===== config.mk =====
export PLATFORM = sky130hd
export DESIGN_NAME = link_eye_scanner
export DESIGN_NICKNAME = d
export VERILOG_FILES = /design/src/rtl/link_eye_scanner_pkg.sv /design/src/rtl/link_eye_scanner_run_tracker.sv /design/src/rtl/link_eye_scanner.sv
export SDC_FILE = /design/constraint.sdc
export NUM_CORES = 1
export LEC_CHECK = 0
export CELL_PAD_IN_SITES_DETAIL_PLACEMENT = 1
export CELL_PAD_IN_SITES_GLOBAL_PLACEMENT = 1
export CORE_MARGIN = 3
export CORE_UTILIZATION = 45
export CTS_CLUSTER_SIZE = 12
export DETAILED_ROUTE_END_ITERATION = 7
export DONT_BUFFER_PORTS = 1
export HOLD_SLACK_MARGIN = 0.15
export PLACE_DENSITY_LB_ADDON = 0.1
export REMOVE_ABC_BUFFERS = 1
export SKIP_LAST_GASP = 1
export SYNTH_ARGS = -nofsm -noshare
export SYNTH_HDL_FRONTEND = slang
export SYNTH_SLANG_ARGS = --single-unit

===== constraint.sdc =====
create_clock -name clk160 -period 31.5 [get_ports clk160]
set_input_delay 6.3 -clock clk160 [delete_from_list [all_inputs] [get_ports clk160]]
set_output_delay 6.3 -clock clk160 [all_outputs]
set_load 0.01 [all_outputs]

===== src/rtl/link_eye_scanner_pkg.sv =====
// Shared types and helpers for the link eye scanner: FSM state encoding and
// the eye-center arithmetic.
package link_eye_scanner_pkg;

   typedef enum logic [3:0] {
      IDLE,
      SELECT,
      LOAD,
      WAIT_RDY,
      SETTLE,
      DWELL,
      EVAL,
      APPLY,
      APPLY_WAIT,
      NEXT
   } scan_state_e;

   // Center of a run; even-length runs round toward the lower tap.
   function automatic int unsigned eye_center_calc(input int unsigned best_start,
                                                   input int unsigned best_len);
      if (best_len == 0) return 0;
      return best_start + (best_len - 1) / 2;
   endfunction

   function automatic int max_int(input int a, input int b);
      return (a > b) ? a : b;
   endfunction

endpackage


===== src/rtl/link_eye_scanner_run_tracker.sv =====
// Tracks the current and the longest contiguous run of clean taps during a
// single link's sweep; ties keep the earlier (lower-tap) run.
module eye_run_tracker
   import link_eye_scanner_pkg::*;
#(
   parameter int DELAY_WIDTH = 9
) (
   input  logic                   clk160,
   input  logic                   rst,
   input  logic                   clear,
   input  logic                   clean_stb,
   input  logic                   dirty_stb,
   input  logic [DELAY_WIDTH-1:0] tap,
   output logic [DELAY_WIDTH:0]   best_len,
   output logic [DELAY_WIDTH-1:0] best_start
);

   logic [DELAY_WIDTH:0]   run_len_q, run_len_d;
   logic [DELAY_WIDTH:0]   best_len_q, best_len_d;
   logic [DELAY_WIDTH-1:0] run_start_q, run_start_d;
   logic [DELAY_WIDTH-1:0] best_start_q, best_start_d;

   always_comb begin
      run_len_d    = run_len_q;
      run_start_d  = run_start_q;
      best_len_d   = best_len_q;
      best_start_d = best_start_q;
      if (clear) begin
         run_len_d    = '0;
         run_start_d  = '0;
         best_len_d   = '0;
         best_start_d = '0;
      end else if (clean_stb) begin
         run_len_d   = run_len_q + 1'b1;
         run_start_d = (run_len_q == '0) ? tap : run_start_q;
         if (run_len_d > best_len_q) begin
            best_len_d   = run_len_d;
            best_start_d = run_start_d;
         end
      end else if (dirty_stb) begin
         run_len_d = '0;
      end
   end

   always_ff @(posedge clk160 or posedge rst) begin
      if (rst) begin
         run_len_q    <= '0;
         run_start_q  <= '0;
         best_len_q   <= '0;
         best_start_q <= '0;
      end else begin
         run_len_q    <= run_len_d;
         run_start_q  <= run_start_d;
         best_len_q   <= best_len_d;
         best_start_q <= best_start_d;
      end
   end

   assign best_len   = best_len_q;
   assign best_start = best_start_q;

endmodule


===== src/rtl/link_eye_scanner.sv =====
// Sweeps every delay tap of each selected link, finds the widest error-free
// window and parks the delay element in its center.
module link_eye_scanner
   import link_eye_scanner_pkg::*;
#(
   parameter int NLINKS        = 12,
   parameter int DELAY_WIDTH   = 9,
   parameter int DWELL_WIDTH   = 16,
   parameter int SETTLE_CYCLES = 8,
   parameter int READY_TIMEOUT = 1024
) (
   input  logic                              clk160,
   input  logic                              rst,
   input  logic                              start,
   input  logic                              abort,
   input  logic [NLINKS-1:0]                 link_mask,
   input  logic [DWELL_WIDTH-1:0]            dwell_cycles,
   input  logic [NLINKS-1:0]                 err_in,
   input  logic [NLINKS-1:0]                 delay_ready,
   output logic [NLINKS-1:0]                 delay_set,
   output logic [DELAY_WIDTH-1:0]            delay_value,
   output logic                              busy,
   output logic                              done,
   output logic [$clog2(NLINKS)-1:0]         cur_link,
   output logic [NLINKS*(DELAY_WIDTH+1)-1:0] eye_width,
   output logic [NLINKS*DELAY_WIDTH-1:0]     eye_center,
   output logic [NLINKS-1:0]                 eye_valid,
   output logic [NLINKS-1:0]                 scan_error
);

   localparam int LW    = $clog2(NLINKS);
   localparam int PW    = $clog2(NLINKS + 1);
   localparam int CNT_W = max_int(max_int(DWELL_WIDTH, $clog2(READY_TIMEOUT + 1)),
                                  $clog2(SETTLE_CYCLES + 1)) + 1;
   localparam logic [CNT_W-1:0]       SETTLE_END = CNT_W'(SETTLE_CYCLES);
   localparam logic [CNT_W-1:0]       TMO_END    = CNT_W'(READY_TIMEOUT);
   localparam logic [DELAY_WIDTH-1:0] TAP_MAX    = '1;

   scan_state_e state_q, state_d;
   logic [NLINKS-1:0]      mask_q, mask_d;
   logic [DWELL_WIDTH-1:0] dwell_q, dwell_d;
   logic [PW-1:0]          ptr_q, ptr_d;
   logic [LW-1:0]          cur_q, cur_d;
   logic [DELAY_WIDTH-1:0] tap_q, tap_d;
   logic [CNT_W-1:0]       cnt_q, cnt_d;
   logic                   dirty_q, dirty_d;
   logic                   done_q, done_d;

   logic [DELAY_WIDTH:0]   width_q  [NLINKS];
   logic [DELAY_WIDTH:0]   width_d  [NLINKS];
   logic [DELAY_WIDTH-1:0] center_q [NLINKS];
   logic [DELAY_WIDTH-1:0] center_d [NLINKS];
   logic [NLINKS-1:0]      valid_q, valid_d;
   logic [NLINKS-1:0]      error_q, error_d;

   logic [CNT_W-1:0]       cnt_inc;
   logic [DWELL_WIDTH-1:0] dwell_len;
   logic [NLINKS-1:0]      onehot;
   logic                   sel_found;
   logic [LW-1:0]          sel_idx;
   logic                   trk_clear, clean_stb, dirty_stb;
   logic [DELAY_WIDTH:0]   best_len;
   logic [DELAY_WIDTH-1:0] best_start;
   logic [DELAY_WIDTH-1:0] center;

   assign cnt_inc   = cnt_q + 1'b1;
   assign dwell_len = (dwell_q == '0) ? DWELL_WIDTH'(1) : dwell_q;
   assign onehot    = NLINKS'(1) << cur_q;
   assign center    = DELAY_WIDTH'(eye_center_calc(32'(best_start), 32'(best_len)));

   eye_run_tracker #(
      .DELAY_WIDTH (DELAY_WIDTH)
   ) u_tracker (
      .clk160     (clk160),
      .rst        (rst),
      .clear      (trk_clear),
      .clean_stb  (clean_stb),
      .dirty_stb  (dirty_stb),
      .tap        (tap_q),
      .best_len   (best_len),
      .best_start (best_start)
   );

   // Descending loop so the lowest eligible link wins.
   always_comb begin
      sel_found = 1'b0;
      sel_idx   = '0;
      for (int i = NLINKS - 1; i >= 0; i--) begin
         if (mask_q[i] && (i >= int'(ptr_q))) begin
            sel_found = 1'b1;
            sel_idx   = LW'(i);
         end
      end
   end

   always_comb begin
      state_d     = state_q;
      mask_d      = mask_q;
      dwell_d     = dwell_q;
      ptr_d       = ptr_q;
      cur_d       = cur_q;
      tap_d       = tap_q;
      cnt_d       = '0;
      dirty_d     = 1'b0;
      done_d      = 1'b0;
      width_d     = width_q;
      center_d    = center_q;
      valid_d     = valid_q;
      error_d     = error_q;
      trk_clear   = 1'b0;
      clean_stb   = 1'b0;
      dirty_stb   = 1'b0;
      delay_set   = '0;
      delay_value = '0;

      case (state_q)
         IDLE: begin
            if (start) begin
               if (link_mask == '0) begin
                  done_d = 1'b1;
               end else begin
                  mask_d  = link_mask;
                  dwell_d = dwell_cycles;
                  ptr_d   = '0;
                  state_d = SELECT;
               end
            end
         end
         SELECT: begin
            trk_clear = 1'b1;
            if (sel_found) begin
               cur_d   = sel_idx;
               tap_d   = '0;
               state_d = LOAD;
            end else begin
               done_d  = 1'b1;
               state_d = IDLE;
            end
         end
         LOAD: begin
            delay_set   = onehot;
            delay_value = tap_q;
            state_d     = WAIT_RDY;
         end
         WAIT_RDY: begin
            if (delay_ready[cur_q]) begin
               state_d = SETTLE;
            end else if (cnt_inc >= TMO_END) begin
               error_d[cur_q] = 1'b1;
               valid_d[cur_q] = 1'b0;
               state_d        = NEXT;
            end else begin
               cnt_d = cnt_inc;
            end
         end
         SETTLE: begin
            if (cnt_inc >= SETTLE_END) state_d = DWELL;
            else                       cnt_d   = cnt_inc;
         end
         DWELL: begin
            dirty_d = dirty_q | err_in[cur_q];
            if (cnt_inc >= CNT_W'(dwell_len)) state_d = EVAL;
            else                              cnt_d   = cnt_inc;
         end
         EVAL: begin
            clean_stb = ~dirty_q;
            dirty_stb = dirty_q;
            if (tap_q == TAP_MAX) begin
               state_d = APPLY;
            end else begin
               tap_d   = tap_q + 1'b1;
               state_d = LOAD;
            end
         end
         APPLY: begin
            if (best_len != '0) begin
               delay_set   = onehot;
               delay_value = center;
               state_d     = APPLY_WAIT;
            end else begin
               width_d[cur_q]  = '0;
               center_d[cur_q] = '0;
               valid_d[cur_q]  = 1'b0;
               error_d[cur_q]  = 1'b1;
               state_d         = NEXT;
            end
         end
         APPLY_WAIT: begin
            if (delay_ready[cur_q]) begin
               width_d[cur_q]  = best_len;
               center_d[cur_q] = center;
               valid_d[cur_q]  = 1'b1;
               error_d[cur_q]  = 1'b0;
               state_d         = NEXT;
            end else if (cnt_inc >= TMO_END) begin
               error_d[cur_q] = 1'b1;
               valid_d[cur_q] = 1'b0;
               state_d        = NEXT;
            end else begin
               cnt_d = cnt_inc;
            end
         end
         NEXT: begin
            ptr_d   = PW'(cur_q) + 1'b1;
            state_d = SELECT;
         end
         default: state_d = IDLE;
      endcase

      // Abort leaves results of the interrupted link untouched.
      if (abort && (state_q != IDLE)) begin
         state_d  = IDLE;
         done_d   = 1'b0;
         width_d  = width_q;
         center_d = center_q;
         valid_d  = valid_q;
         error_d  = error_q;
      end
   end

   always_ff @(posedge clk160 or posedge rst) begin
      if (rst) begin
         state_q  <= IDLE;
         mask_q   <= '0;
         dwell_q  <= '0;
         ptr_q    <= '0;
         cur_q    <= '0;
         tap_q    <= '0;
         cnt_q    <= '0;
         dirty_q  <= 1'b0;
         done_q   <= 1'b0;
         width_q  <= '{default: '0};
         center_q <= '{default: '0};
         valid_q  <= '0;
         error_q  <= '0;
      end else begin
         state_q  <= state_d;
         mask_q   <= mask_d;
         dwell_q  <= dwell_d;
         ptr_q    <= ptr_d;
         cur_q    <= cur_d;
         tap_q    <= tap_d;
         cnt_q    <= cnt_d;
         dirty_q  <= dirty_d;
         done_q   <= done_d;
         width_q  <= width_d;
         center_q <= center_d;
         valid_q  <= valid_d;
         error_q  <= error_d;
      end
   end

   assign busy       = (state_q != IDLE);
   assign done       = done_q;
   assign cur_link   = cur_q;
   assign eye_valid  = valid_q;
   assign scan_error = error_q;

   for (genvar g = 0; g < NLINKS; g++) begin : g_flat
      assign eye_width[g*(DELAY_WIDTH+1) +: DELAY_WIDTH+1] = width_q[g];
      assign eye_center[g*DELAY_WIDTH +: DELAY_WIDTH]      = center_q[g];
   end

endmodule

Yosys cells after proc, flatten, opt, wreduce, memory -nomap -nowiden:

Cells that the tools add are included.

* reductions and logical operators: 38
* eq/ne operators: 21
* divide/modulo/power cells: 0
* multiply operators: 0
* add/subtract/negate cells: 6
* shifts and indexed selects: 1
* $lt $le $gt $ge: 20
* muxes and demuxes: 103
* bitwise logic cells: 14

Operators by type and width (count)
* 120-bit 2-to-1 mux: 2
* 120-bit case mux with 2 select lines: 1
* 108-bit 2-to-1 mux: 2
* 108-bit case mux with 2 select lines: 1
* 120-bit AND: 1
* 120-bit bitwise mux: 1
* 120-bit inverter: 1
* 108-bit AND: 1
* 108-bit bitwise mux: 1
* 12-bit 2-to-1 mux: 9
* 108-bit inverter: 1
* 9-bit 2-to-1 mux: 11
* 4-bit 2-to-1 mux: 22
* 12-bit case mux with 3 select lines: 2
* 10-bit 2-to-1 mux: 7
* 17-bit 2-to-1 mux: 4
* 17-bit case mux with 3 select lines: 1
* 10-bit demux with 4-bit select: 1
* 4-bit case mux with 10 select lines: 1
* 9-bit demux with 4-bit select: 1
* 9-bit case mux with 2 select lines: 2
* 1-bit 2-to-1 mux: 25
* 12-bit AND: 2
* 12-bit OR: 2
* other kinds (51): 101

* memories: 0
* bits of input ports: 56
* word-level logic and storage cells: 242
* bits in latches: 0
* RAM bits: 0
* output and inout bits: 279
* register bits after elaboration: 358
* memory bits (read-only): 0

Logic depth before layout (Yosys ltp):

Gate-level depths: netlist of the first run.

* word-level depth: 17
* mapped depth: 15
* gate-level depth less buffers: 13

Hierarchy:

A second synthesis of the first run with hierarchy kept.

* cell total of the unflattened synthesis: 1693
* area, all modules: 16564.6 µm²

Modules (own cells, without submodules)
* link_eye_scanner: area an instance 14316.2 µm², times used 1, seq. area each 8007.7 µm², cells each 1463
* eye_run_tracker: area an instance 2248.4 µm², times used 1, seq. area each 950.9 µm², cells each 230

Worst setup path before layout of the first run:

OpenSTA, ideal clock, no wires.

* kind: register to output
* start point: reg u_tracker.best_len_q[0] (netlist: u_tracker.best_len[0])
* end point: out delay_value[8]
* required time: 25.200 ns
* path buffers: 1
* cell stages (with the launch flop): 15
* arrival: 2.648 ns
* setup slack: 22.552 ns
* cell sequence: dfrtp_1 -> inv_1 -> ha_1 -> inv_1 -> ha_1 -> inv_1 -> fa_1 -> nor2b_1 -> o21ai_0 -> a21boi_0 -> o21ai_0 -> a21oi_1 -> xnor2_1 -> buf_2 -> o21ai_0

* cells in the longest elaborated chain, start to end: 5
* elaborated cells on any way between the ends: 8
* classes of those cells: add/sub (2); mux (4); reduce/logical (2)

Ends and longest elaborated chain
* start, declared: line link_eye_scanner_run_tracker.sv:19 `logic [DELAY_WIDTH:0] best_len_q, best_len_d;`
* start signal, assigned: line link_eye_scanner_run_tracker.sv:54 `best_len_q <= best_len_d;`
* 10-bit by 1-bit subtractor with 10-bit output or 10-bit logical NOT (tied branches): line link_eye_scanner_pkg.sv:22, link_eye_scanner_pkg.sv:21
* 9-bit adder or 1-bit 2-to-1 mux (tied branches): line link_eye_scanner_pkg.sv:22, link_eye_scanner_pkg.sv:21
* 9-bit 2-to-1 mux: line link_eye_scanner_pkg.sv:22 `return best_start + (best_len - 1) / 2;`
* 9-bit 2-to-1 mux *: line link_eye_scanner.sv:176 `if (best_len != '0) begin`
* 9-bit case mux with 2 select lines *: line link_eye_scanner.sv:116 `case (state_q)`
* end, declared: line link_eye_scanner.sv:21 `output logic [DELAY_WIDTH-1:0] delay_value,`

Mark *: on every way between the ends. The rest lies on a longest branch, timed or not.

Final worst setup path of the first run:

* start point: reg u_tracker.best_len_q[0] (netlist: u_tracker.best_len[0])
* end point: out delay_value[7]

Same word-level chain as after synthesis.

==> run metrics, run 1 <==
clock slew at reported path FFs=60 ps; Crit path depth=11; Vias=12700; hold depth=2; Num CTS Buffers=40; Max Freq=0.0961 GHz; Initial DRT Pass Iterations=5; post-DP HPWL=38200 um; Setup TNS=0 ps; Final Hold Fails=0; relative slew slack=20.5%; TritonCTS Sinks=358; CP Launch Type=flip-flop; # setup viols final=0; Post-synth EDFFs=0; Initial DRC Count=640; fraction of layout cells with a size suffix above 1=just over 8%; Area after DPL=16800 um2; Port Buffer Count=0; IO Count=335; RSZ-0062 raised after global routing=no; Core Box Area=36000 um2; die height=198 um; dominant synthesized flop cell=dfrtp_1; Die Footprint=39400 um2; global route overflow=0; Max Slew Vio Count=0; hold_buf cts=0; MaxCap Viol Count=0; Starting Density=~46%; commonest non-fill, non-tap cells in the layout=dfrtp_1, nand2_1, o21ai_0; vias in the first global route=12900; CP Max Fanout=6; worst path bufs/invs=1; Crit-path slowest cell=xnor2_1; Root Driver=clkbuf_16; vias per cell=between 5 and 6; first-pass GRT wire length=between 80000 and 90000 um; Die Width=198 um; min cycle time layout=10400 ps; placer congestion estimate=~0.84; Slew @ Worst Pin=1190 ps; clock skew=23.2 ps; Detailed Route WL=about 55000 um; Core Rows=between 60 and 70; Worst VDD drop=between 0.05 and 0.06 mV; Pleak=7.94 nW; Top delay family on crit path=compound AO/OA/AOI/OAI gates; total setup buffers inserted after CTS=0; wire length per cell=25.7 um; GRT Total Usage=27.5%; Max Buffers Root-to-Sink=3; largest net degree at the start of global routing=approximately 150; HP Class=flip-flop to flip-flop; ratio of final minimum period to clock period=roughly a third; Critical Path AT=4100 ps; Synth Warn #=0; synthesized cell area=about 17000 um2; Netlist cell types=74; Worst Reg2Reg Path Length in Cells=7; fin area=about 18000 um2; layout net count=between 1500 and 2000; Finished Core Util=50.2%; Antenna diodes=0; Max stage delay on crit path=slightly above 700 ps; Layout area overhead=8.45%; CP Capture Type=output pin; P per Cell Area=72.7 nW/um2; WS Path Type=flip-flop to output pin; worst skew pair latency=approximately 570 ps; worst path required time=about 25000 ps; sequential-to-total area share from yosys stat=53.8%; synthesis-stage register bit count=358; Synth Area per Inst=9.81 um2; status=finished, final reports clean; Post-CTS Resized=0; Post-Syn Instances=1697; number of antenna violations at the first check in global routing=0; most common cell after layout, fill and taps aside=dfrtp_1; CTS tree=yes; htree depth=2; cells along the critical path=inv_1 -> ha_1 -> xor2_1 -> ha_1 -> a21o_1 -> a21oi_1 -> o21ai_0 -> a2111oi_0 -> nor3_1 -> xnor2_1 -> o21ai_0; Detail Route Antenna Nets=0; post-route DRC violation count=0; asr flop ratio synth=100%
[cell families after synthesis]
kind of cell | after synthesis | share of synthesized area, %
simple gates | 577 | 15.4
fa+ha+maj | 47 | 3.58
compound gates | 462 | 16.9
xor+xnor | 44 | 2.31
buf+inv | 162 | 4.44
other cells | 1 | 0.0225
flops | 358 | 53.8
mux | 46 | 3.51
[sequential cells by signal, summed over array words and instances, names as in the netlist]
signal / cells
cnt_q: 17
cur_link: 4
dirty_q: 1
done: 1
dwell_q: 16
eye_center: 108
eye_valid: 12
eye_width: 120
mask_q: 12
ptr_q: 4
scan_error: 12
state_q: 4
tap_q: 9
u_tracker.best_len: 10
u_tracker.best_start: 9
u_tracker.run_len_q: 10
u_tracker.run_start_q: 9
[per-stage QoR]
stage / cells / hold slack (ps) / total power (W) / worst slack (ps)
final: 2127 / 515 / 0.00131 / 21100
after CTS: 2127 / 516 / 0.00132 / 21100
after global placement: 2057 / 500 / 0.000857 / 21870
after floorplan: 1587 / 471 / 0.000751 / 15270
after global routing: 2127 / 531 / 0.00138 / 20850
after detailed placement: 2057 / 504 / 0.000867 / 21720
[cell usage after synthesis (12+ instances only)]
cell	instances	area [um2]
nor4_1	15	93.8
ha_1	46	576
nand2_1	318	1190
nor3_1	49	245
nand3_1	36	180
clkbuf_1	58	218
xor2_1	15	131
o31ai_1	14	105
a21oi_1	54	270
xnor2_1	29	254
a22o_1	13	114
o21ai_0	234	1170
o22a_1	12	105
buf_2	33	165
or2_1	13	81.3
nand4_1	13	81.3
nor2_1	77	289
nor2b_1	12	75.1
a21o_1	16	120
mux2_2	39	439
inv_1	52	195
o21ai_1	43	215
dfrtp_1	358	8960
[path summary, 6_finish.rpt]
path,start,endpoint,slack (ps)
min in group asynchronous,rst,eye_center[56],5700
hold / removal,u_tracker.run_start_q[8],u_tracker.run_start_q[8],520
setup / recovery,u_tracker.best_len[0],delay_value[7],21100
max in group asynchronous,rst,eye_width[98],23470
hold reg to reg,u_tracker.run_start_q[8],u_tracker.run_start_q[8],520
setup reg to reg,cur_link[3],eye_center[103],27610
[routing by layer]
metal	vias to the layer above	share of wire [%]	global-route usage, %
met5	-	0	0
met1	6409	41	35.5
met4	0	4.5	12.0
met3	105	8.5	8.16
met2	405	46	43.3
li1	5781	-	-
[tightest hold or removal path: stages (launching register included)]
cell     delay (ps)
dfrtp_1         370
nand2_1          60
a21oi_1          50
[layout make-up]
| class | instances | area (um2) |
|---|---|---|
| clock inverter | 7 | 67.6 |
| multi-input combinational | 1177 | 6980 |
| sequential | 358 | 8960 |
| inverter | 52 | 203 |
| clock buffer | 63 | 1200 |
| tap | 461 | 577 |
| fill | 4005 | 17900 |
| timing repair buffer | 9 | 80.1 |
[where the power goes]
group | total, W | internal, W | switching, W | leakage (nW)
Clock | 0.000454 | 0.000263 | 0.000192 | 0.621
Combinational | 0.000314 | 0.000107 | 0.000206 | 2.39
Sequential | 0.000545 | 0.000493 | 0.0000517 | 4.92
(Power assumes the default switching activity.)
==> run 2, diff against run 1 <==
--- a/config.mk
+++ b/config.mk
@@ -8,7 +8,7 @@
 export CELL_PAD_IN_SITES_DETAIL_PLACEMENT = 1
 export CELL_PAD_IN_SITES_GLOBAL_PLACEMENT = 1
 export CORE_MARGIN = 3
-export CORE_UTILIZATION = 45
+export CORE_UTILIZATION = 44
 export CTS_CLUSTER_SIZE = 12
 export DETAILED_ROUTE_END_ITERATION = 7
 export DONT_BUFFER_PORTS = 1
==> constraint.sdc (replaced) <==
create_clock -name clk160 -period 8.34 [get_ports clk160]
set_input_delay 1.668 -clock clk160 [delete_from_list [all_inputs] [get_ports clk160]]
set_output_delay 1.668 -clock clk160 [all_outputs]
set_load 0.01 [all_outputs]
==> run 2 against run 1 <==
Setup slack lost 19000 ps. Final cell count rose by 2.3%. Largest power group unchanged. Clock power increased to 3.8 times the previous value. Critical path depth unchanged.
==> run metrics, run 2 (synthesis results as in run 1) <==
status=finished, final reports clean; die height=201 um (+1.1%); Layout area overhead=9.05%; Worst VDD drop=0.178 mV (+230%); CP Capture Type=output pin; min cycle time layout=5930 ps; Post-CTS Resized=0 (unchanged); P_sw=0.00170 W (+280%); relative slew slack=20.2% (-0.22 points); Max Buffers Root-to-Sink=3 (unchanged); wire length per cell=25.5 um (-0.92%); worst path required time=6670 ps (-18530 ps); Vias=12900 (+1.3%); post-route insts no fill=2175 (+2.3%); Antenna diodes=0 (unchanged); Worst Slack Setup Final=2410 ps (-18680 ps); placed insts=2102 (+2.2%); CTS tree=yes; met3 Use GR=7.64% (-0.53 points); Logic pwr share=23.9% (about the same); CP Max Fanout=6 (unchanged); vias per cell=5.91 (-0.97%); clock skew=15.2 ps (-7.95 ps); met1 usage=35.5% (about the same); GRT Total Usage=27.3% (-0.18 points); WS Path Type=flip-flop to output pin; worst skew pair latency=560 ps (about the same); Num CTS Buffers=41 (+2.5%); most common cell after layout, fill and taps aside=dfrtp_1; sequential share of power=41.2% (-0.3 points); Core Rows=70 (+1.4%); Initial DRC Count=571 (-11%); P per Cell Area=275 nW/um2 (+280%); hold_buf cts=0 (unchanged); Fill cells=4154 (+3.7%); IO Count=335 (unchanged); Max Freq=about 0.17 GHz; Detail Route Antenna Nets=0 (unchanged); Reg2Reg Setup Slack=4120 ps (-23490 ps); Die Footprint=40200 um2 (+2.2%); Critical Path AT=4260 ps (+160 ps); largest net degree at the start of global routing=167 (+12%); htree depth=2 (unchanged); Final Hold Fails=0 (unchanged); Die Width=201 um (+1.1%); ratio of final minimum period to clock period=approximately 71%; TritonCTS Sinks=358 (unchanged); # setup viols final=0 (unchanged); power share of the clock group=34.9% (+0.3 points); Slew @ Worst Pin=1190 ps (-0.266 ps); FF+latch area=8960 um2 (unchanged); max FFs per register=120 (unchanged); RSZ-0062 raised after global routing=no; area of the multi-input gates=6980 um2 (about the same); vias in the first global route=13400 (+3.9%); Root Driver=clkbuf_16; total setup buffers inserted after CTS=0 (unchanged); post-DP HPWL=38500 um (+0.89%); Max Slew Vio Count=0 (unchanged); post-placement worst setup slack=3070 ps (-18650 ps); Initial DRT Pass Iterations=4 (-1); hold_ws=517 ps (+2.04 ps); HP Class=flip-flop to flip-flop; Detailed Route WL=55400 um (+1.3%); layout net count=1744 (+0.17%); Switching Fraction=34.1% (-0.16 points); Starting Density=45.1% (-1.2 points); global route overflow=0 (unchanged); placer congestion estimate=0.863 (+2.2%); first-pass GRT wire length=85400 um (+4.0%); post-route DRC violation count=0 (unchanged); Pleak=7.96 nW (+0.33%); clock slew at reported path FFs=60 ps (about the same); number of antenna violations at the first check in global routing=0 (unchanged); Setup TNS=0 ps (unchanged); Port Buffer Count=0 (unchanged); CP Launch Type=flip-flop; Core Box Area=37000 um2 (+2.7%); fraction of layout cells with a size suffix above 1=8.62% (+0.45 points); Internal Dissipation=0.00329 W (+280%); GRT busiest layer=met2; commonest non-fill, non-tap cells in the layout=dfrtp_1, nand2_1, o21ai_0; met2 Use GR=43.7% (+0.41 points); MaxCap Viol Count=0 (unchanged)
run 2: worst paths after layout:
check                                      startpoint              to  cells past startpoint
worst max-delay path            u_tracker.best_len[0]  delay_value[7]                     11
worst min-delay path                       dwell_q[0]      dwell_q[0]                      1
worst max register to register            cur_link[3]  scan_error[10]                      6
worst min register to register             dwell_q[0]      dwell_q[0]                      1
max in group asynchronous                         rst        tap_q[5]                      2
min in group asynchronous                         rst   eye_width[63]                      1
run 2: area by class of cell:
class	instances	share of cell area, %
sequential	358	49.3
clock buffer	60	6.54
tap	504	3.47
timing repair buffer	11	0.524
clock inverter	13	0.565
inverter	52	1.12
multi-input combinational	1177	38.5
run 2: worst max-delay path: stages, from the launching register on:
cell,delay (ps)
dfrtp_1,470
inv_1,70
ha_1,240
xor2_1,220
ha_1,290
a21o_1,160
a21oi_1,210
o21ai_0,150
a2111oi_0,490
nor3_1,170
xnor2_1,780
o21ai_0,430
run 2: per-layer routing:
metal  wire length (um)  vias up  part of all wire [%]
li1                   -     5798                     -
met1              23500     6551                    42
met2              25500      416                    46
met3               4200       96                   7.6
met4               2210        0                   4.0
met5                  0        -                     0
run 2: power groups by stage:
stage,sequential (W),clock (W),combinational (W)
after floorplan,0.00202,0,0.000812
after global placement,0.00208,0,0.00117
after detailed placement,0.00209,0,0.00119
after CTS,0.00206,0.00178,0.00120
after global routing,0.00208,0.00185,0.00132
final,0.00206,0.00174,0.00119
run 2: through the flow:
step	util [%]	power, W	area (um2)
6_report	49.1	0.00499	18200
5_1_grt	49.1	0.00526	18200
2_1_floorplan	-	0.00284	16100
3_5_place_dp	45.6	0.00328	16900
3_3_place_gp	45.6	0.00325	16900
4_1_cts	49.1	0.00504	18200
==> run 3, diff against run 2 <==
==> constraint.sdc (replaced) <==
create_clock -name clk160 -period 5.4 [get_ports clk160]
set_input_delay 1.08 -clock clk160 [delete_from_list [all_inputs] [get_ports clk160]]
set_output_delay 1.08 -clock clk160 [all_outputs]
set_load 0.01 [all_outputs]
==> run 3 against run 2 <==
Routed wire length increased by 0.19%. Critical path depth increased by 1. Count of clock-buffer cells in the layout increased by 2. Clock skew increased by 9.3 ps. Largest cell class unchanged. Largest power group unchanged.
==> run metrics, run 3 (synthesis results as in run 1) <==
Num CTS Buffers=41 (unchanged); post-placement worst setup slack=1120 ps (-1950 ps); relative slew slack=28.1% (+7.9 points); Detailed Route WL=55500 um (+0.19%); post-route insts no fill=2181 (+0.28%); Max Slew Vio Count=0 (unchanged); Core Box Area=37000 um2 (unchanged); TritonCTS Sinks=358 (unchanged); Die Footprint=40200 um2 (unchanged); Layout area overhead=9.99%; Initial DRT Pass Iterations=5 (+1); Worst VDD drop=0.310 mV (+74%); worst r2r dst=eye_width[64]; RSZ-0062 raised after global routing=no; Max Buffers Root-to-Sink=3 (unchanged); Setup TNS=0 ps (unchanged); wire length per cell=25.5 um (about the same); # setup viols final=0 (unchanged); IO Count=335 (unchanged); power share of the clock group=36.1% (+1.2 points); largest net degree at the start of global routing=122 (-27%); Switching Fraction=33.6% (-0.50 points); commonest non-fill, non-tap cells in the layout=dfrtp_1, nand2_1, o21ai_0; Die Width=201 um (unchanged); Root Driver=clkbuf_16; worst path required time=4320 ps (-2350 ps); die height=201 um (unchanged); Worst Reg2Reg Path Length in Cells=7 (+1); Logic pwr share=23.8% (about the same); CP Launch Type=flip-flop; most common cell after layout, fill and taps aside=dfrtp_1; Detail Route Antenna Nets=0 (unchanged); Slew @ Worst Pin=1080 ps (-118 ps); CP Capture Type=output pin; first-pass GRT wire length=86100 um (+0.84%); HP Class=flip-flop to flip-flop; MaxCap Viol Count=0 (unchanged); placed insts=2108 (+0.29%); CP Max Fanout=6 (unchanged); min cycle time layout=4930 ps; hold depth=2 (+1); total setup buffers inserted after CTS=0 (unchanged); P_sw=0.00268 W (+57%); GRT Total Usage=27.6% (+0.24 points); R2R Path Start=cur_link[0]; hold_buf cts=0 (unchanged); placer congestion estimate=0.831 (-3.7%); Pleak=8.04 nW (+0.98%); post-DP HPWL=38500 um (-0.12%); Vias=13000 (+0.80%); Area after DPL=16900 um2 (+0.34%); status=finished, final reports clean; clock skew=24.5 ps (+9.26 ps); ratio of final minimum period to clock period=between 90% and 100%; CTS tree=yes; fin area=18300 um2 (+0.87%); WS Path Type=flip-flop to output pin; worst hold endpoint=u_tracker.run_start_q[7]; max FFs per register=120 (unchanged); vias per cell=5.94 (+0.52%); worst skew pair latency=570 ps (about the same); sequential share of power=40.1% (-1.1 points); Max Freq=about 0.20 GHz; Starting Density=45.1% (unchanged); global route overflow=0 (unchanged); Initial DRC Count=715 (+25%); Port Buffer Count=0 (unchanged); htree depth=2 (unchanged); Fill cells=4175 (+0.51%); Post-CTS Resized=0 (unchanged); total power=0.00797 W (+60%); Worst Slack Setup Final=474 ps (-1940 ps); P per Cell Area=435 nW/um2 (+58%); Core Rows=70 (unchanged); fraction of layout cells with a size suffix above 1=8.83% (+0.21 points); Antenna diodes=0 (unchanged); layout net count=1750 (+0.34%); worst hold start=u_tracker.run_start_q[7]; Final Hold Fails=0 (unchanged); clock slew at reported path FFs=60 ps (about the same); Internal Dissipation=0.00529 W (+61%); vias in the first global route=13500 (+0.70%); Critical Path AT=3850 ps (-410 ps); number of antenna violations at the first check in global routing=1 (+1); Reg2Reg Setup Slack=1550 ps (-2570 ps); post-route DRC violation count=0 (unchanged)
[run 3: cell types whose count changed in the layout (fill, tap and decap cells not counted)]
cell,previous run,this run
buf_4,10,15
bufinv_16,1,4
clkinv_2,8,5
clkbuf_1,10,12
clkinvlp_4,2,0
buf_12,1,2
clkbuf_16,41,42
clkbuf_8,9,8
clkinv_16,0,1
inv_6,2,1
[run 3: metal layers]
| metal | routed length, um | global-route usage (%) | vias to the layer above | part of all wire [%] |
|---|---|---|---|---|
| li1 | - | - | 5800 | - |
| met3 | 4090 | 7.25 | 101 | 7.4 |
| met2 | 25800 | 44.5 | 419 | 47 |
| met5 | 0 | 0 | - | 0 |
| met4 | 2230 | 10.4 | 0 | 4.0 |
| met1 | 23400 | 36.0 | 6644 | 42 |
[run 3: area by class of cell]
class | count | area, um2 | share of cell area (%)
tap | 504 | 631 | 3.44
inverter | 52 | 203 | 1.11
timing repair buffer | 17 | 153 | 0.833
multi-input combinational | 1177 | 6980 | 38.1
clock inverter | 11 | 184 | 1.00
sequential | 358 | 8960 | 48.9
clock buffer | 62 | 1210 | 6.58
[run 3: worst max path at each step]
stage	startpoint	end	slack, ps	cells past startpoint
after floorplan	rst	cnt_q[0]	-5610	1
after global placement	u_tracker.best_len[0]	delay_value[7]	1260	12
after detailed placement	u_tracker.best_len[0]	delay_value[8]	1120	13
after CTS	u_tracker.best_len[0]	delay_value[7]	460	12
after global routing	u_tracker.best_len[0]	delay_value[8]	170	13
final	u_tracker.best_len[0]	delay_value[7]	470	12
[run 3: power by group through the flow]
stage	registers (W)	logic [W]	clock network, W
detailed placement	0.00324	0.00189	0
global placement	0.00323	0.00184	0
finish	0.00319	0.00190	0.00288
CTS	0.00320	0.00191	0.00293
global route	0.00323	0.00211	0.00306
floorplan	0.00313	0.00125	0
[run 3: metrics by stage]
stage          utilization, %  hold slack [ps]
3_3_place_gp             45.8              498
2_1_floorplan               -              471
4_1_cts                  49.6              518
6_report                 49.6              519
3_5_place_dp             45.8              506
5_1_grt                  49.6              551
[run 3: worst max-delay path, cell delays in order (launching register included)]
cell,delay [ps]
dfrtp_1,460
inv_1,80
ha_1,240
xor2_1,230
ha_1,290
a21o_1,160
a21oi_1,230
o21ai_0,170
a2111oi_0,470
nor3_1,180
xnor2_1,170
buf_4,200
o21ai_0,410
==> RTL edit 1: new RTL, flow settings as in run 2 <==
Make the reset (`rst`) synchronous in 2 clocked blocks.
--- a/src/rtl/link_eye_scanner_run_tracker.sv
+++ b/src/rtl/link_eye_scanner_run_tracker.sv
@@ -42,7 +42,7 @@
       end
    end
 
-   always_ff @(posedge clk160 or posedge rst) begin
+   always_ff @(posedge clk160) begin
       if (rst) begin
          run_len_q    <= '0;
          run_start_q  <= '0;
--- a/src/rtl/link_eye_scanner.sv
+++ b/src/rtl/link_eye_scanner.sv
@@ -218,7 +218,7 @@
       end
    end
 
-   always_ff @(posedge clk160 or posedge rst) begin
+   always_ff @(posedge clk160) begin
       if (rst) begin
          state_q  <= IDLE;
          mask_q   <= '0;
Function: differs if rst is asserted again (counterexample within 4 cycles, from zero or initial values and one cycle with rst high); with rst held inactive, the same outputs for 4 cycles.
==> RTL edit 1 against run 2 <==
  * Wire length shrank 2.5%
  * Design area down 5.7%
  * Non-clock buffer count shrank 2
  * Sequential cell count unchanged
  * Global-route usage rose by 0.23 points
  * Synthesized area fell by 5.7%
  * Worst setup slack worse by 110 ps
  * Register-to-register slack worse by 90 ps
  * Highest routed layer unchanged
Power is not compared: it rests on default switching activity, and its combinational part moved more than twofold at a synthesized area within 25%.
==> RTL edit 1: results (changes against run 2) <==
| Metric | Value |
|---|---|
| Run status | finished clean |
| First-pass GRT wire length | 82,850 um (-3.0%) |
| Reg2Reg Depth | 8 (+2) |
| Wl on met1 | 22,940 um (-2.4%) |
| Pre-Repair DR Iteration Count | 5 (+1) |
| Minimum clock period after layout | 6035 ps (+106.3 ps) |
| Critical path peak fanout | 13 (+7) |
| Worst r2r src | cur_link[0]$_SDFFE_PP0P_ |
| Highest-delay cell along the critical path | mux2i_2 |
| Starting DRT DRC Count | 714 (+25%) |
| Share of layout cells above drive strength 1 | 5.959% (-2.7 points) |
| Worst setup path endpoint | delay_value[8] |
| Main synth FF type | dfxtp_1 |
| R2R Setup Slk | 4030 ps (-90 ps) |
| Post-synth ARST share | 0% (-100 points) |
| Fillers | 4,221 (+1.6%) |
| Clk_skew | 14.66 ps (-0.5493 ps) |
| Hold depth | 2 (+1) |
| Largest net degree at the start of global routing | 265 (+59%) |
| CP peak stage delay | 750 ps (-30 ps) |
| Met3 wire len | 4038 um (-3.8%) |
| CP delay by family, top | simple AND/OR/NAND/NOR gates |
| CP startpoint | u_tracker.best_len[2]$_SDFFE_PP0P_ |
| GRT Total Usage | 27.57% (+0.23 points) |
| DP HPWL | 36,940 um (-4.2%) |
| Met2 WL | 25,480 um (-0.15%) |
| Met3 Resource Use GR | 7.419% (-0.22 points) |
| Hold slack | 464.6 ps (-52.88 ps) |
| Hold Crit Start | dwell_q[0]$_SDFFE_PP0P_ |
| Worst slew pin tran | 1268 ps (+74.69 ps) |
| Register area share after synthesis | 45.63% (-8.2 points) |
| Critical path arrival | 4370 ps (+110 ps) |
| Worst flop-to-flop path endpoint | eye_center[29]$_SDFFE_PP0P_ |
| Synth cell types | 65 (-12%) |
| Detailed-route vias per instance | 5.758 (-2.6%) |
| Routed WL | 54,030 um (-2.5%) |
| Routability congestion estimate | 0.8414 (-2.5%) |
| Post-Place Setup Slack | 2886 ps (-183.1 ps) |
| Worst Hold End | dwell_q[0]$_SDFFE_PP0P_ |
RTL edit 1: final cells by class:
cell class / instances / area [sq um] / area share, %
clock buffer: 57 / 1135 / 6.629
clock inverter: 8 / 105.1 / 0.6139
inverter: 51 / 191.4 / 1.118
multi-input combinational: 1447 / 7878 / 46.01
sequential: 358 / 7167 / 41.86
tap: 455 / 569.3 / 3.325
timing repair buffer: 9 / 75.07 / 0.4385
RTL edit 1: kinds of logic (layout without fill, tap and decap cells):
family,Yosys count,count (layout),synth area share [%]
AND/OR/NAND/NOR,876,876,24.49
AO/OA/AOI/OAI,435,435,15.58
adder cells (fa/ha/maj),47,47,3.792
flip-flops,358,358,45.63
buffers and inverters,190,125,4.755
other,1,1,0.02387
XOR/XNOR,46,46,2.565
multiplexers,42,42,3.170
RTL edit 1: metrics by stage:
step           instance area (sq um)  cells
2_1_floorplan                  15150   1856
3_3_place_gp                   15870   2319
3_5_place_dp                   15870   2319
4_1_cts                        17110   2384
5_1_grt                        17120   2385
6_report                       17120   2385
==> RTL edit 2: new RTL, config.mk and constraints of run 2 <==
Made on the original files. `DELAY_WIDTH` is set to 9 in 2 places; all go to 18.
--- a/src/rtl/link_eye_scanner_run_tracker.sv
+++ b/src/rtl/link_eye_scanner_run_tracker.sv
@@ -3,7 +3,7 @@
 module eye_run_tracker
    import link_eye_scanner_pkg::*;
 #(
-   parameter int DELAY_WIDTH = 9
+   parameter int DELAY_WIDTH = 18
 ) (
    input  logic                   clk160,
    input  logic                   rst,
--- a/src/rtl/link_eye_scanner.sv
+++ b/src/rtl/link_eye_scanner.sv
@@ -4,7 +4,7 @@
    import link_eye_scanner_pkg::*;
 #(
    parameter int NLINKS        = 12,
-   parameter int DELAY_WIDTH   = 9,
+   parameter int DELAY_WIDTH   = 18,
    parameter int DWELL_WIDTH   = 16,
    parameter int SETTLE_CYCLES = 8,
    parameter int READY_TIMEOUT = 1024
Interface: changed (resized delay_value, eye_center and eye_width); port bits go from 335 to 560. The function was not compared with the original's and may differ.
==> RTL edit 2 against run 2 <==
  * Synthesized cell count is 64% higher
  * Combinational power up 17%
  * Non-clock buffer count grew 17
  * Largest cell class unchanged
  * Sequential cell count up 261
  * Design area up 65%
  * Worst setup slack got worse by 990 ps
  * Synthesized area is 64% higher
  * Count of clock-buffer cells in the layout grew 41
  * Critical path type unchanged
  * Wire length increased by 77%
  * Total power increased by 59%
  * Clock skew grew 8.2 ps
  * Die area is 62% higher
==> RTL edit 2: results (changes against run 2) <==
| Metric | Value |
|---|---|
| Run status | finished clean |
| Non-clk bufs | 28 (+17) |
| Leakage power | 13.76 nW (+73%) |
| Synth area leaders | dfrtp_1, nand2_1, o21ai_0, ha_1, clkbuf_1 |
| Detailed-route wire length per cell | 27.88 um (+9.4%) |
| Nets | 2,804 (+61%) |
| GRT Total Usage | 29.55% (+2.2 points) |
| First-pass GRT wire length | 144,400 um (+69%) |
| Routability congestion estimate | 0.8628 (about the same) |
| Combinational Power Share | 17.5% (-6.4 points) |
| CTS Buf Count | 70 (+71%) |
| Multiplexer share of the synthesized area | 2.617% (-0.89 points) |
| Vias in the first global route | 21.96k (+64%) |
| NonClk Buf Share | 0.8242% (+0.30 points) |
| Area occupied by multi-input gates | 10,810 sq um (+55%) |
| Inserted Diodes | 1 (+1) |
| Critical path peak fanout | 13 (+7) |
| Starting DRT DRC Count | 1,476 (+160%) |
| Final WS setup | 1419 ps (-991.9 ps) |
| Highest-delay cell along the critical path | o41ai_1 |
| Register area share after synthesis | 56.75% (+3.0 points) |
| R2R Setup Slk | 3510 ps (-610 ps) |
| Share of layout cells above drive strength 1 | 7.921% (-0.70 points) |
| Reg2Reg Depth | 13 (+7) |
| Pre-Repair DR Iteration Count | 5 (+1) |
| Adder-cell share of the synthesized area | 3.007% (-0.57 points) |
| Yosys reg bits | 619 (+73%) |
| Hold slack | 503.2 ps (-14.25 ps) |
| Worst-skew pair later-pin latency | 610 ps (+50 ps) |
==> RTL edit 2: cell count changes after synthesis, sizes merged, moves of 19 or more <==
cell / before / now
nand2: 320 / 589
dfrtp: 358 / 619
o21ai: 277 / 467
clkbuf: 58 / 139
nor2: 78 / 123
a22o: 13 / 54
a211oi: 3 / 30
inv: 52 / 74
mux2i: 1 / 23
o31ai: 15 / 37
nand3: 36 / 56
xnor2: 29 / 48
==> RTL edit 2: through the flow <==
step / instances / cell area (sq um)
CTS: 3509 / 30050
detailed placement: 3393 / 27810
global placement: 3393 / 27810
global route: 3509 / 30050
finish: 3510 / 30060
floorplan: 2583 / 26470
==> RTL edit 2: cell families after synthesis <==
logic type,after synthesis
buffers and inverters,271
DFF,619
muxes,60
adders and majority gates,65
other,1
AOI/OAI and AO/OA,753
xor gates and xnor gates,73
and+or+nand+nor,938
==> RTL edit 2: worst max path at each step <==
stage,cells after the start,start,to
finish,13,u_tracker.best_len[1]$_DFFE_PP0P_,delay_value[17]
detailed placement,13,u_tracker.best_len[1]$_DFFE_PP0P_,delay_value[17]
CTS,13,u_tracker.best_len[1]$_DFFE_PP0P_,delay_value[17]
global route,13,u_tracker.best_len[1]$_DFFE_PP0P_,delay_value[17]
floorplan,1,rst,cnt_q[0]$_DFF_PP0_
global placement,13,u_tracker.best_len[1]$_DFFE_PP0P_,delay_value[17]
==> RTL edit 2: metal layers <==
metal / GRT usage (%) / vias to the layer above / routed length [um]
met3: 7.235 / 179 / 6767
li1: - / 9367 / -
met2: 51.48 / 630 / 49190
met1: 35.46 / 11050 / 37910
met5: 0 / - / 0
met4: 11.35 / 0 / 3999
